===== config.mk =====
export PLATFORM = sky130hd
export DESIGN_NAME = uart_tx_arbiter_flat
export DESIGN_NICKNAME = d
export VERILOG_FILES = /design/src/rtl/uart_tx_arbiter_if.sv /design/src/rtl/uart_tx_arbiter.sv /design/src/flat_wrapper.sv
export SDC_FILE = /design/constraint.sdc
export NUM_CORES = 1
export LEC_CHECK = 0
export CORE_MARGIN = 1
export CORE_UTILIZATION = 30
export CTS_BUF_LIST = sky130_fd_sc_hd__clkbuf_8
export DETAILED_ROUTE_END_ITERATION = 12
export PLACE_DENSITY = 0.68
export SKIP_CTS_REPAIR_TIMING = 1
export SLEW_MARGIN = 40
export SYNTH_ARGS = -nofsm -noshare
export SYNTH_HDL_FRONTEND = slang
export SYNTH_SLANG_ARGS = --single-unit

===== constraint.sdc =====
create_clock -name Clock -period 4.2 [get_ports Clock]
set_clock_uncertainty 0.1 [all_clocks]
set_input_delay 0.84 -clock Clock [delete_from_list [all_inputs] [get_ports Clock]]
set_output_delay 0.84 -clock Clock [all_outputs]
set_load 0.01 [all_outputs]

===== src/rtl/uart_tx_arbiter_if.sv =====
// Byte-source / UART-TX handshake bundle shared by the arbiter and its environment.
// master is the arbiter side; slave is the requester/transmitter side.
interface uart_tx_arbiter_if #(
  parameter int unsigned NUM_REQ   = 4,
  parameter int unsigned DATA_BITS = 8
);
  logic [NUM_REQ-1:0]           Req;
  logic [NUM_REQ*DATA_BITS-1:0] ReqData;
  logic [NUM_REQ-1:0]           ReqLast;
  logic [NUM_REQ-1:0]           Grant;
  logic [NUM_REQ-1:0]           Ack;
  logic                         TxStart;
  logic [DATA_BITS-1:0]         TxData;
  logic                         TxDone;
  logic                         Busy;

  modport master (
    input  Req, ReqData, ReqLast, TxDone,
    output Grant, Ack, TxStart, TxData, Busy
  );

  modport slave (
    output Req, ReqData, ReqLast, TxDone,
    input  Grant, Ack, TxStart, TxData, Busy
  );
endinterface


===== src/rtl/uart_tx_arbiter.sv =====
// Round-robin arbiter sharing one UART transmitter between NUM_REQ byte sources,
// forwarding bursts of up to MAX_BURST bytes or until packet end per grant.
module uart_tx_arbiter #(
  parameter int unsigned NUM_REQ   = 4,
  parameter int unsigned DATA_BITS = 8,
  parameter int unsigned MAX_BURST = 4
) (
  input logic               Clock,
  input logic               ResetN,
  uart_tx_arbiter_if.master bus
);
  localparam int unsigned PTR_W = (NUM_REQ > 1) ? $clog2(NUM_REQ) : 1;
  localparam int unsigned CNT_W = 4;

  typedef enum logic [1:0] {
    StIdle = 2'd0,
    StSend = 2'd1,
    StWait = 2'd2
  } stateT;

  stateT              state;
  logic [PTR_W-1:0]   pointer;
  logic [PTR_W-1:0]   owner;
  logic [CNT_W-1:0]   burstCount;
  logic               lastFlag;

  logic               pickValid;
  logic [PTR_W-1:0]   pickIdx;
  logic [NUM_REQ-1:0] pickOneHot;
  logic [PTR_W-1:0]   nextPtr;
  logic               ownerReq;
  logic               ownerLast;
  logic [DATA_BITS-1:0] ownerData;
  logic               releaseNow;

  // First requester at or after pointer in circular order.
  always_comb begin
    logic [PTR_W-1:0] cand;
    cand      = '0;
    pickValid = 1'b0;
    pickIdx   = '0;
    for (int unsigned i = 0; i < NUM_REQ; i++) begin
      cand = PTR_W'((32'(pointer) + i) % NUM_REQ);
      if (!pickValid && bus.Req[cand]) begin
        pickValid = 1'b1;
        pickIdx   = cand;
      end
    end
  end

  assign pickOneHot = NUM_REQ'(1) << pickIdx;
  assign nextPtr    = (owner == PTR_W'(NUM_REQ - 1)) ? '0 : owner + PTR_W'(1);

  // Current owner's request, last flag and byte.
  always_comb begin
    ownerReq  = 1'b0;
    ownerLast = 1'b0;
    ownerData = '0;
    for (int unsigned i = 0; i < NUM_REQ; i++) begin
      if (owner == PTR_W'(i)) begin
        ownerReq  = bus.Req[i];
        ownerLast = bus.ReqLast[i];
        ownerData = bus.ReqData[i*DATA_BITS +: DATA_BITS];
      end
    end
  end

  assign releaseNow = lastFlag || (burstCount == CNT_W'(MAX_BURST)) || !ownerReq;

  always_ff @(posedge Clock) begin
    if (!ResetN) begin
      state       <= StIdle;
      pointer     <= '0;
      owner       <= '0;
      burstCount  <= '0;
      lastFlag    <= 1'b0;
      bus.Grant   <= '0;
      bus.Ack     <= '0;
      bus.TxStart <= 1'b0;
      bus.TxData  <= '0;
      bus.Busy    <= 1'b0;
    end else begin
      bus.TxStart <= 1'b0;
      bus.Ack     <= '0;
      unique case (state)
        StIdle: begin
          if (pickValid) begin
            owner      <= pickIdx;
            bus.Grant  <= pickOneHot;
            bus.Busy   <= 1'b1;
            burstCount <= '0;
            state      <= StSend;
          end
        end
        StSend: begin
          if (ownerReq) begin
            bus.TxData  <= ownerData;
            bus.TxStart <= 1'b1;
            bus.Ack     <= bus.Grant;
            lastFlag    <= ownerLast;
            burstCount  <= burstCount + CNT_W'(1);
            state       <= StWait;
          end else begin
            // Requester withdrew before its byte was taken.
            pointer   <= nextPtr;
            bus.Grant <= '0;
            bus.Busy  <= 1'b0;
            state     <= StIdle;
          end
        end
        StWait: begin
          if (bus.TxDone) begin
            if (releaseNow) begin
              pointer   <= nextPtr;
              bus.Grant <= '0;
              bus.Busy  <= 1'b0;
              state     <= StIdle;
            end else begin
              state <= StSend;
            end
          end
        end
        default: begin
          bus.Grant <= '0;
          bus.Busy  <= 1'b0;
          state     <= StIdle;
        end
      endcase
    end
  end
endmodule


===== src/flat_wrapper.sv =====
// flat-port wrapper written by rule: the top's interface ports become plain ports
module uart_tx_arbiter_flat 
#(
  parameter int unsigned NUM_REQ   = 4,
  parameter int unsigned DATA_BITS = 8,
  parameter int unsigned MAX_BURST = 4
)
  (Clock, ResetN, bus_Req, bus_ReqData, bus_ReqLast, bus_TxDone, bus_Grant, bus_Ack, bus_TxStart, bus_TxData, bus_Busy);
  uart_tx_arbiter_if #(.NUM_REQ(NUM_REQ), .DATA_BITS(DATA_BITS)) bus_i ();
  input logic Clock;
  input logic ResetN;
  input wire logic [$bits(bus_i.Req)-1:0] bus_Req;
  input wire logic [$bits(bus_i.ReqData)-1:0] bus_ReqData;
  input wire logic [$bits(bus_i.ReqLast)-1:0] bus_ReqLast;
  input wire logic [$bits(bus_i.TxDone)-1:0] bus_TxDone;
  output wire logic [$bits(bus_i.Grant)-1:0] bus_Grant;
  output wire logic [$bits(bus_i.Ack)-1:0] bus_Ack;
  output wire logic [$bits(bus_i.TxStart)-1:0] bus_TxStart;
  output wire logic [$bits(bus_i.TxData)-1:0] bus_TxData;
  output wire logic [$bits(bus_i.Busy)-1:0] bus_Busy;
  assign bus_i.Req = bus_Req;
  assign bus_i.ReqData = bus_ReqData;
  assign bus_i.ReqLast = bus_ReqLast;
  assign bus_i.TxDone = bus_TxDone;
  assign bus_Grant = bus_i.Grant;
  assign bus_Ack = bus_i.Ack;
  assign bus_TxStart = bus_i.TxStart;
  assign bus_TxData = bus_i.TxData;
  assign bus_Busy = bus_i.Busy;
  uart_tx_arbiter #(.NUM_REQ(NUM_REQ), .DATA_BITS(DATA_BITS), .MAX_BURST(MAX_BURST)) u_core (.Clock(Clock), .ResetN(ResetN), .bus(bus_i));
endmodule

Word level (Yosys, flattened, before mapping)
Cells that the tools add are included.

Register bits: 29. Bits of input ports: 43. Output and inout port bits: 18. Logic and storage cells: 104.

Add/sub/neg operators: 5. Order comparisons: 4. Equality and inequality tests: 11. Shift-type cells: 1. Muxes and demuxes: 52. Reduce and logical (&&, ||, !) cells: 21.

Operators by type and width (count): $mux 8 (4); $mux 4 (6); $mux 1 (22); $mux 2 (11); $lt 2x3->1 const B (4); $pmux 4 s3 (1); $bmux 1 s2 (4); $pmux 4 s2 (1); $reduce_and 2->1 (4); $reduce_and 4->1 (2); $eq 2x2->1 const B (3); $ne 2x1->1 const B (3); $pmux 2 s3 (1); $reduce_and 3->1 (2); $add 2x1->2 const B (2); $add 2x2->2 const B (2); $add 4x1->4 const B (1); $eq 2x1->1 const B (2); $eq 4x3->1 const B (1); $logic_not 1->1 (4); $logic_not 2->1 (2); $ne 2x2->1 const B (2); $pmux 2 s2 (1); $reduce_bool 2->1 (2); other kinds (4) (7).

Depth between registers and ports, before layout
Gate-level depths: netlist of run 1.

Depth after elaboration: 15. Gate-level depth with buffers: 9. Gate-level depth less buffers: 7.

Worst setup path before layout of run 1
No wires, ideal clock.

Kind: input -> register. Start point: input port bus_Req[1]. End point: register u_core.burstCount[0]. Library setup time: 0.115 ns. Arrival: 1.816 ns. Required time: 3.985 ns. Slack: 2.170 ns. Stages on the path: 6. Buffers on the path: 1. Path through: a211oi_2 a211oi_4 and2_1 buf_4 nor3_1 o21a_1.

Longest elaborated chain between the ends: 14. Elaborated cells on any way between the ends: 24. Classes of those cells: eq/ne: 2; mux: 15; reduce/logical: 7.

RTL lines: start, declared (RTL line flat_wrapper.sv:12) `input wire logic [$bits(bus_i.Req)-1:0] bus_Req;`; $bmux 1 s2 (RTL line uart_tx_arbiter.sv:44) `if (!pickValid && bus.Req[cand]) begin`; $mux 1 (not written as such) (RTL line uart_tx_arbiter.sv:44); $mux 1 (RTL line uart_tx_arbiter.sv:44); $logic_not 1->1 (RTL line uart_tx_arbiter.sv:44); $logic_and 1x1->1 (RTL line uart_tx_arbiter.sv:44); $mux 1 (RTL line uart_tx_arbiter.sv:44); $logic_not 1->1 (RTL line uart_tx_arbiter.sv:44); $logic_and 1x1->1 (RTL line uart_tx_arbiter.sv:44); $mux 1 (RTL line uart_tx_arbiter.sv:44); $logic_not 1->1 (RTL line uart_tx_arbiter.sv:44); $logic_and 1x1->1 (RTL line uart_tx_arbiter.sv:44); $mux 1 (RTL line uart_tx_arbiter.sv:44); $ne 2x1->1 (no line); $reduce_and 3->1 (no line) (*); end signal, assigned (RTL line uart_tx_arbiter.sv:101) `burstCount <= burstCount + CNT_W'(1);`; end, declared (RTL line uart_tx_arbiter.sv:24) `logic [CNT_W-1:0] burstCount;`.

Mark *: on every way between the ends. The rest lies on a longest branch, timed or not. The select of a mux whose other input is x is not followed. A chain may end at the register's enable or synchronous reset.

Worst setup path after layout of run 1
Same ends and word-level chain as after synthesis.

==> impl_metrics.py, run 1 <==
metrics = {
    "flow_run": {
        "cap_viol_max_count": 0,
    },
    "sta": {
        "drv_slew": 0,
        "hold_viol_final": 0,
        "rsz0062_at_grt": "no",
        "period_needed_ns": 2.78,
        "finalSetupTns_ns": 0,
        "finalSetupViolCount": 0,
        "timing.fmax_mhz": 360,
        "min_period_over_period_pct": 66.2,
        "tightest_slew_ns": 0.830,
        "slew_headroom_pct": 44.3,
    },
    "logic_synthesis": {
        "async_flop_share_pct": 0,
        "yosys.area_share.simple_pct": 21.9,
        "synth_compound_area_share_pct": 27.2,
        "synthDistinctLibCells": 42,
        "syn_nets": 232,
        "avgSynthCellArea_sq_um": 8.48,
        "synthesis.area_sq_mm": 0.00155,
        "synth-xor-area-share_pct": 1.13,
        "synth_top_family_by_area": "compound AO/OA/AOI/OAI gates",
        "yosysTopAreaCell": "dfxtp_1",
        "synth_edf_count": 0,
        "synthAdderAreaFrac_pct": 4.83,
        "yosys_register_bits": 29,
        "muxShareOfSynthArea_pct": 1.93,
        "synth_top_area_share_pct": 37.4,
        "synth_top_cells_by_area": "dfxtp_1, a21oi_1, a221oi_1",
        "yosysWarnings": 0,
        "netlist_instances": 183,
        "synth-seq-area-share_pct": 37.4,
        "ys.flop_type": "dfxtp_1",
    },
    "final_layout": {
        "regArea_sq_um": 581,
        "syn2layout_area_growth_pct": 45.1,
        "nets": 286,
        "fin_util_pct": 46.5,
        "multiInputGateArea_sq_um": 885,
        "fillers": 486,
        "antenna_cells": 0,
        "drive_gt1_share_pct": 5.88,
    },
    "setup_path": {
        "cp_top_family": "compound AO/OA/AOI/OAI gates",
        "worstPathMaxFanout": 20,
        "required_ns": 4.27,
        "critPathArrivalTime_ns": 2.85,
        "startpoint_type": "input port",
        "worst_path_max_delay_cell": "clkdlybuf4s50_1",
        "cp_num_buf_inv": 1,
        "crit_chain": "clkdlybuf4s50_1 > a211oi_2 > a211oi_4 > and2_1 > nor3_1 > o21a_1",
        "path_class": "in -> reg",
        "crit_path_end_kind": "flip-flop",
        "crit_path_max_incr_delay_ns": 0.56,
    },
    "power_and_ir_drop": {
        "powerDensity_mw_per_mm2": 349,
        "ir_worst_vdd_uv": 193,
        "intPower_mw": 0.543,
        "p_sw_mw": 0.243,
        "combPwrFrac_pct": 31.9,
        "pwr-share-seq_pct": 40.9,
        "swShare_pct": 30.9,
        "pwr-share-clk_pct": 27.2,
        "p_leak_nw": 0.837,
    },
    "floorplan": {
        "die_h_microns": 73.9,
        "die_area_sq_mm": 0.00547,
        "die_w_microns": 73.9,
        "start_util_pct": 32.0,
        "fp-row-count": 25,
        "io_pins": 61,
        "core_area_sq_mm": 0.00485,
    },
    "grt": {
        "met3_usage_pct": 6.37,
        "track_usage_pct": 15.6,
        "grt_pass1_wl_mm": 6.45,
        "grt_pass1_vias": 1405,
        "use_met1_pct": 18.8,
        "gr-total-overflow": 0,
        "met2_usage_pct": 24.8,
        "grt_max_degree": 27,
        "antenna_found_initial": 0,
        "busiest_layer": "met2",
    },
    "worst_hold_path": {
        "min_path_type": "reg -> reg",
    },
    "clock_tree": {
        "htreeDepth": 2,
        "cts_tree": "done",
        "numClockSinks": 29,
        "clk_path_buf_depth": 2,
        "clk_pin_slew_ns": 0.06,
        "clk_latency_ns": 0.28,
        "cts_root_buf": "clkbuf_8",
        "cts_buffers": 5,
    },
    "placement": {
        "portBuffers": 60,
        "place_hpwl_mm": 2.83,
        "routabilityCongestion": 0.747,
    },
    "drt": {
        "detail_route.wl_per_cell_microns": 12.4,
        "first_pass_iters": 4,
        "avgViaCountPerCell": 4.87,
        "final_antenna_net_count": 0,
        "num_vias": 1484,
        "wl_mm": 3.79,
        "drc_errors": 0,
        "drt_iter0_drc": 84,
    },
    "status": {
        "status": "finished, final reports clean",
    },
}
==> path summary, 6_finish.rpt <==
| check | start | endpoint | slack (ns) | depth (start not counted) |
|---|---|---|---|---|
| max | bus_Req[1] | u_core.burstCount[0] | 1.42 | 6 |
| min | u_core.bus.Busy | u_core.bus.Busy | 0.38 | 1 |
| max reg2reg | u_core.owner[1] | u_core.burstCount[0] | 1.49 | 6 |
| min reg2reg | u_core.bus.Busy | u_core.bus.Busy | 0.38 | 1 |
==> sequential cells by signal (all words and copies together) (netlist names), 2 cells and up <==
name               flops
u_core.pointer         2
u_core.state           2
u_core.bus.TxData      8
u_core.burstCount      4
u_core.bus.Ack         4
u_core.owner           2
u_core.bus.Grant       4
==> kinds of logic (layout without fill, tap and decap cells) <==
logic type | count (synthesis) | count (layout)
simple gates | 63 | 63
compound gates | 60 | 60
flops | 29 | 29
buf+inv | 20 | 75
fa+ha+maj | 6 | 6
mux | 3 | 3
xor+xnor | 2 | 2
==> worst register-to-register path: cells and delay by family, from the launching register on <==
kind	cells	cell delay, ns
flip-flops	1	0.39
AND/OR/NAND/NOR	2	0.67
AO/OA/AOI/OAI	3	0.78
adder cells (fa/ha/maj)	1	0.68
==> stage by stage <==
step	setup WS, ns	total power [mW]	hold slack (ns)	cells	area (sq um)
after global placement	1.15	0.578	0.370	297	2180
after detailed placement	1.13	0.578	0.376	297	2180
final	1.42	0.786	0.376	305	2250
after CTS	1.43	0.796	0.374	305	2260
after floorplan	2.17	0.475	0.351	183	1550
after global routing	1.17	0.839	0.401	305	2250
==> final cells by class <==
cell class | instances | share of cell area [%]
tap | 67 | 3.72
clock inverter | 3 | 0.611
clock buffer | 5 | 3.05
multi-input combinational | 134 | 39.3
timing repair buffer | 60 | 26.4
inverter | 7 | 1.17
sequential | 29 | 25.8
==> layout by cell type (no fill, tap or decap), drive strengths merged, types with 2 or more instances in the layout <==
cell	instances
a32o	2
o21ai	10
o21a	4
nor2b	12
dfxtp	29
clkinv	2
nor2	8
a21oi	20
clkbuf	5
nor3	11
o2bb2ai	2
a211oi	3
nand3b	2
nor3b	2
and3	2
clkdlybuf4s50	59
mux2i	3
a221oi	9
inv	8
o22ai	2
ha	6
a21boi	2
nand3	5
nand2	12
and2	5
==> power groups by stage <==
stage                     registers (mW)  logic (mW)  clock network [mW]
final                              0.321       0.251               0.214
after floorplan                    0.329       0.147                   0
after detailed placement           0.326       0.251                   0
after global routing               0.325       0.278               0.237
after global placement             0.327       0.251                   0
after CTS                          0.321       0.253               0.222
==> Yosys cell counts, types with 2 or more instances <==
cell type / instances
nor2b_1: 12
mux2i_1: 3
inv_1: 7
a32o_1: 2
o21a_1: 4
a21oi_1: 20
a221oi_1: 9
and3_1: 2
a211oi_2: 2
o21ai_0: 9
and2_1: 5
clkbuf_1: 10
o2bb2ai_1: 2
ha_1: 6
nor2_1: 8
nand2_1: 12
a21boi_0: 2
nand3_1: 5
nor3_1: 11
o22ai_1: 2
dfxtp_1: 29
==> routing by layer <==
layer / vias to the layer above / wire, microns / share of wire, %
li1: 768 / - / -
met1: 651 / 1670 / 44
met2: 58 / 1670 / 44
met3: 7 / 379 / 10
met4: 0 / 62 / 1.6
met5: - / 0 / 0
Power figures use the tool's default switching activity.
==> run 2, diff against run 1 <==
clock period = 2.91 ns   (was 4.2 ns; I/O delays follow)
==> run 2 against run 1 <==
Non-clock buffer count grew 5; core utilization grew 0.83 points; via count grew 1.8%; die area is the same; sequential cell count is the same; combinational power grew 47%; total power grew 44%; clock-buffer cell count is the same; global-route usage shrank 0.49 points; sequential share of layout area shrank 0.45 points; critical path type is now reg -> reg; critical endpoint is now u_core.bus.TxData[7]; highest routed layer unchanged.
==> impl_metrics.py, run 2 (synthesized netlist as in run 1, its figures left out) <==
metrics = {
    "drt": {
        "avgViaCountPerCell": 4.87,
        "detail_route.wl_per_cell_microns": 12.4,
        "drc_errors": 0,
        "wl_mm": 3.84,
        "final_antenna_net_count": 0,
        "num_vias": 1510,
        "drt_iter0_drc": 51,
        "first_pass_iters": 4,
    },
    "grt": {
        "antenna_found_initial": 0,
        "grt_pass1_wl_mm": 6.29,
        "grt_pass1_vias": 1481,
        "gr-total-overflow": 0,
        "grt_max_degree": 21,
        "track_usage_pct": 15.1,
    },
    "power_and_ir_drop": {
        "p_leak_nw": 0.865,
        "powerDensity_mw_per_mm2": 494,
        "ir_worst_vdd_uv": 246,
    },
    "final_layout": {
        "multiInputGateArea_sq_um": 885,
        "design_area_sq_mm": 0.00229,
        "syn2layout_area_growth_pct": 47.7,
        "nets": 291,
        "largest_reg_flops": 8,
        "drive_gt1_share_pct": 6.58,
        "regMostFlops": "u_core.bus.TxData",
        "regArea_sq_um": 581,
        "layout_commonest_cell": "clkdlybuf4s50_1",
        "instances_no_fill": 310,
        "antenna_cells": 0,
        "fillers": 491,
        "final_cell_mix": "clkdlybuf4s50_1, dfxtp_1, a21oi_1, nor2b_1, nand2_1",
    },
    "floorplan": {
        "start_util_pct": 32.0,
        "core_area_sq_mm": 0.00485,
        "fp-row-count": 25,
        "die_w_microns": 73.9,
        "die_area_sq_mm": 0.00547,
        "io_pins": 61,
        "die_h_microns": 73.9,
    },
    "setup_path": {
        "critPathArrivalTime_ns": 2.49,
        "worstPathMaxFanout": 20,
        "crit_path_end_kind": "flip-flop",
        "path_class": "reg -> reg",
        "required_ns": 3.02,
        "startpoint_type": "flip-flop",
    },
    "placement": {
        "dp.cells": 302,
        "portBuffers": 60,
        "routabilityCongestion": 0.830,
        "place_hpwl_mm": 2.91,
        "place_area_sq_mm": 0.00221,
    },
    "status": {
        "status": "finished, final reports clean",
    },
    "clock_tree": {
        "clk_path_buf_depth": 2,
        "clk_latency_ns": 0.28,
        "htreeDepth": 2,
        "numClockSinks": 29,
        "cts_buffers": 5,
        "cts_root_buf": "clkbuf_8",
        "clk_pin_slew_ns": 0.06,
        "cts_tree": "done",
    },
    "sta": {
        "slew_headroom_pct": 59.4,
        "drv_slew": 0,
        "hold_ws_ns": 0.377,
        "min_period_over_period_pct": 81.9,
        "period_needed_ns": 2.38,
        "finalSetupViolCount": 0,
        "finalSetupTns_ns": 0,
        "hold_viol_final": 0,
        "tightest_slew_ns": 0.609,
        "timing.fmax_mhz": 420,
        "rsz0062_at_grt": "no",
    },
    "worst_hold_path": {
        "min_path_type": "reg -> reg",
    },
    "flow_run": {
        "cap_viol_max_count": 0,
    },
}
==> run 2: cell count changes in the layout (fill, tap and decap cells not counted), sizes merged <==
cell and delta:
buf +4, clkdlybuf4s50 +1, clkinv -2, inv +2
==> run 2: final timing paths <==
check / startpoint / to / slack (ns) / cells past startpoint
worst max-delay path: u_core.owner[0] / u_core.bus.TxData[7] / 0.53 / 8
worst min-delay path: u_core.bus.Busy / u_core.bus.Busy / 0.38 / 1
worst max register to register: u_core.owner[0] / u_core.bus.TxData[7] / 0.53 / 8
worst min register to register: u_core.bus.Busy / u_core.bus.Busy / 0.38 / 1
==> run 2: power breakdown <==
part / internal [mW] / switching [mW]
Sequential: 0.435 / 0.0285
Clock: 0.159 / 0.141
Combinational: 0.194 / 0.176
==> run 2: critical path, stage by stage (launching register included) <==
cell and delay (ns):
dfxtp_1 0.33, inv_1 0.10, ha_1 0.55, a211oi_2 0.13, a211oi_4 0.45, and2_1 0.21, buf_4 0.22, o21ai_0 0.10
a21oi_1 0.12
==> run 2: area by class of cell <==
type / instances / area share, %
Sequential cell: 29 / 25.3
Multi-Input combinational cell: 134 / 38.6
Clock inverter: 3 / 0.491
Clock buffer: 5 / 3.00
Timing Repair Buffer: 65 / 27.8
Tap cell: 67 / 3.66
Inverter: 7 / 1.15
==> run 2: per-stage QoR <==
step / setup slack (ns) / utilization [%] / total power [mW]
after floorplan: 0.927 / - / 0.686
after global placement: 0.417 / 45.7 / 0.842
after detailed placement: 0.381 / 45.7 / 0.843
after CTS: 0.529 / 47.3 / 1.15
after global routing: 0.290 / 47.3 / 1.20
final: 0.527 / 47.3 / 1.13
==> run 2: layer usage <==
layer / wire length, microns / global-route usage, %
met4: 87 / 7.05
met3: 337 / 5.83
met5: 0 / 0
met2: 1670 / 24.8
met1: 1740 / 17.4
==> run 3, diff against run 2 <==
clock period = 2.2 ns   (was 2.91 ns; I/O delays follow)
==> run 3 against run 2 <==
Cell count grew 2.9%; sequential cell count is the same; largest cell class unchanged; fmax grew 22%; combinational power grew 46%; via count grew 4.2%; sequential share of layout area shrank 1.2 points.
==> impl_metrics.py, run 3 (synthesized netlist as in run 1, its figures left out) <==
metrics = {
    "final_layout": {
        "regMostFlops": "u_core.bus.TxData",
        "instances_no_fill": 319,
        "multiInputGateArea_sq_um": 900,
        "fillers": 480,
        "final_cell_mix": "clkdlybuf4s50_1, dfxtp_1, a21oi_1, buf_4",
        "nets": 300,
        "regArea_sq_um": 582,
        "fin_util_pct": 49.7,
        "layout_commonest_cell": "clkdlybuf4s50_1",
        "drive_gt1_share_pct": 12.3,
        "syn2layout_area_growth_pct": 55.3,
        "largest_reg_flops": 8,
        "antenna_cells": 0,
    },
    "grt": {
        "busiest_layer": "met2",
        "antenna_found_initial": 0,
        "use_met1_pct": 16.8,
        "grt_max_degree": 26,
        "met2_usage_pct": 27.0,
        "grt_pass1_vias": 1569,
        "met3_usage_pct": 8.94,
        "gr-total-overflow": 0,
        "track_usage_pct": 16.2,
        "grt_pass1_wl_mm": 6.62,
    },
    "floorplan": {
        "fp-row-count": 25,
        "die_area_sq_mm": 0.00547,
        "die_w_microns": 73.9,
        "start_util_pct": 32.0,
        "io_pins": 61,
        "die_h_microns": 73.9,
        "core_area_sq_mm": 0.00485,
    },
    "setup_path": {
        "worst_path_max_delay_cell": "dfxtp_2",
        "crit_path_max_incr_delay_ns": 0.35,
        "path_depth": 7,
        "required_ns": 2.32,
        "critPathLaunch": "u_core.owner[1]",
        "reg2reg_to": "u_core.bus.Busy",
        "path_class": "reg -> reg",
        "startpoint_type": "flip-flop",
        "worstPathMaxFanout": 5,
        "cp_top_family": "compound AO/OA/AOI/OAI gates",
        "r2r_slack_ns": 0.25,
        "crit_path_end": "u_core.bus.Busy",
        "critPathArrivalTime_ns": 2.07,
        "regToRegStartpoint": "u_core.owner[1]",
        "crit_chain": "inv_1 > ha_1 > nand3b_2 > a211oi_4 > o21ai_2 > a211oi_4 > a22o_1",
        "crit_path_end_kind": "flip-flop",
        "r2r_cells": 7,
        "cp_num_buf_inv": 1,
        "crit_top_cell": "a211oi_4",
    },
    "drt": {
        "detail_route.wl_per_cell_microns": 12.2,
        "avgViaCountPerCell": 4.93,
        "drt_iter0_drc": 43,
        "wl_mm": 3.91,
        "final_antenna_net_count": 0,
        "first_pass_iters": 4,
        "num_vias": 1574,
        "drc_errors": 0,
    },
    "sta": {
        "finalSetupTns_ns": 0,
        "slew_headroom_pct": 74.1,
        "period_needed_ns": 1.95,
        "hold_ws_ns": 0.391,
        "finalWorstSetupSlack_ns": 0.254,
        "tightest_slew_ns": 0.388,
        "rsz0062_at_grt": "no",
        "timing.fmax_mhz": 514,
        "hold_viol_final": 0,
        "finalSetupViolCount": 0,
        "min_period_over_period_pct": 88.5,
        "drv_slew": 0,
    },
    "clock_tree": {
        "numClockSinks": 29,
        "cts_buffers": 5,
        "clk_latency_ns": 0.28,
        "clk_path_buf_depth": 2,
        "clk_pin_slew_ns": 0.06,
        "htreeDepth": 2,
        "cts_root_buf": "clkbuf_8",
        "cts_tree": "done",
    },
    "power_and_ir_drop": {
        "ir_worst_vdd_uv": 327,
        "powerDensity_mw_per_mm2": 675,
        "p_leak_nw": 0.918,
    },
    "worst_hold_path": {
        "min_path_type": "reg -> reg",
    },
    "placement": {
        "dp_slack_ns": -0.0288,
        "portBuffers": 60,
        "place_hpwl_mm": 2.97,
        "dp.cells": 311,
        "routabilityCongestion": 0.767,
    },
    "status": {
        "status": "finished, final reports clean",
    },
    "flow_run": {
        "cap_viol_max_count": 0,
    },
}
[run 3: cell count changes in the layout (fill, tap and decap cells not counted), sizes merged]
cell / before / now
buf: 5 / 14
clkbuf: 5 / 7
inv: 10 / 7
clkinv: 0 / 1
[run 3: metrics by stage]
step / area, sq um / power, mW
final: 2410 / 1.63
after global routing: 2410 / 1.74
after CTS: 2390 / 1.64
after detailed placement: 2290 / 1.15
after global placement: 2290 / 1.15
after floorplan: 1550 / 0.907
[run 3: power breakdown]
group,internal [mW],switching (mW)
logic,0.293,0.246
registers,0.576,0.0381
clock network,0.282,0.192
total,1.15,0.476
[run 3: per-layer routing]
layer  share of wire, %  up-vias
li1                   -      797
met1                 42      714
met2                 47       61
met3                 10        2
met4               0.69        0
met5                  0        -
[run 3: final cells by class]
type	count	area share (%)
multi-input combinational	134	37.3
inverter	7	1.09
clock inverter	1	0.208
timing repair buffer	74	29.8
clock buffer	7	4.00
tap	67	3.48
sequential	29	24.1
[run 3: worst min path at each step]
stage | depth (start not counted) | end | startpoint | slack (ns)
2_1_floorplan | 2 | u_core.pointer[0] | u_core.pointer[0] | 0.35
3_3_place_gp | 1 | u_core.bus.Grant[2] | u_core.bus.Grant[2] | 0.37
3_5_place_dp | 1 | u_core.bus.Grant[0] | u_core.bus.Grant[0] | 0.37
4_1_cts | 1 | u_core.bus.Grant[0] | u_core.bus.Grant[0] | 0.39
5_1_grt | 1 | u_core.bus.Grant[0] | u_core.bus.Grant[0] | 0.39
6_report | 1 | u_core.bus.Grant[0] | u_core.bus.Grant[0] | 0.39
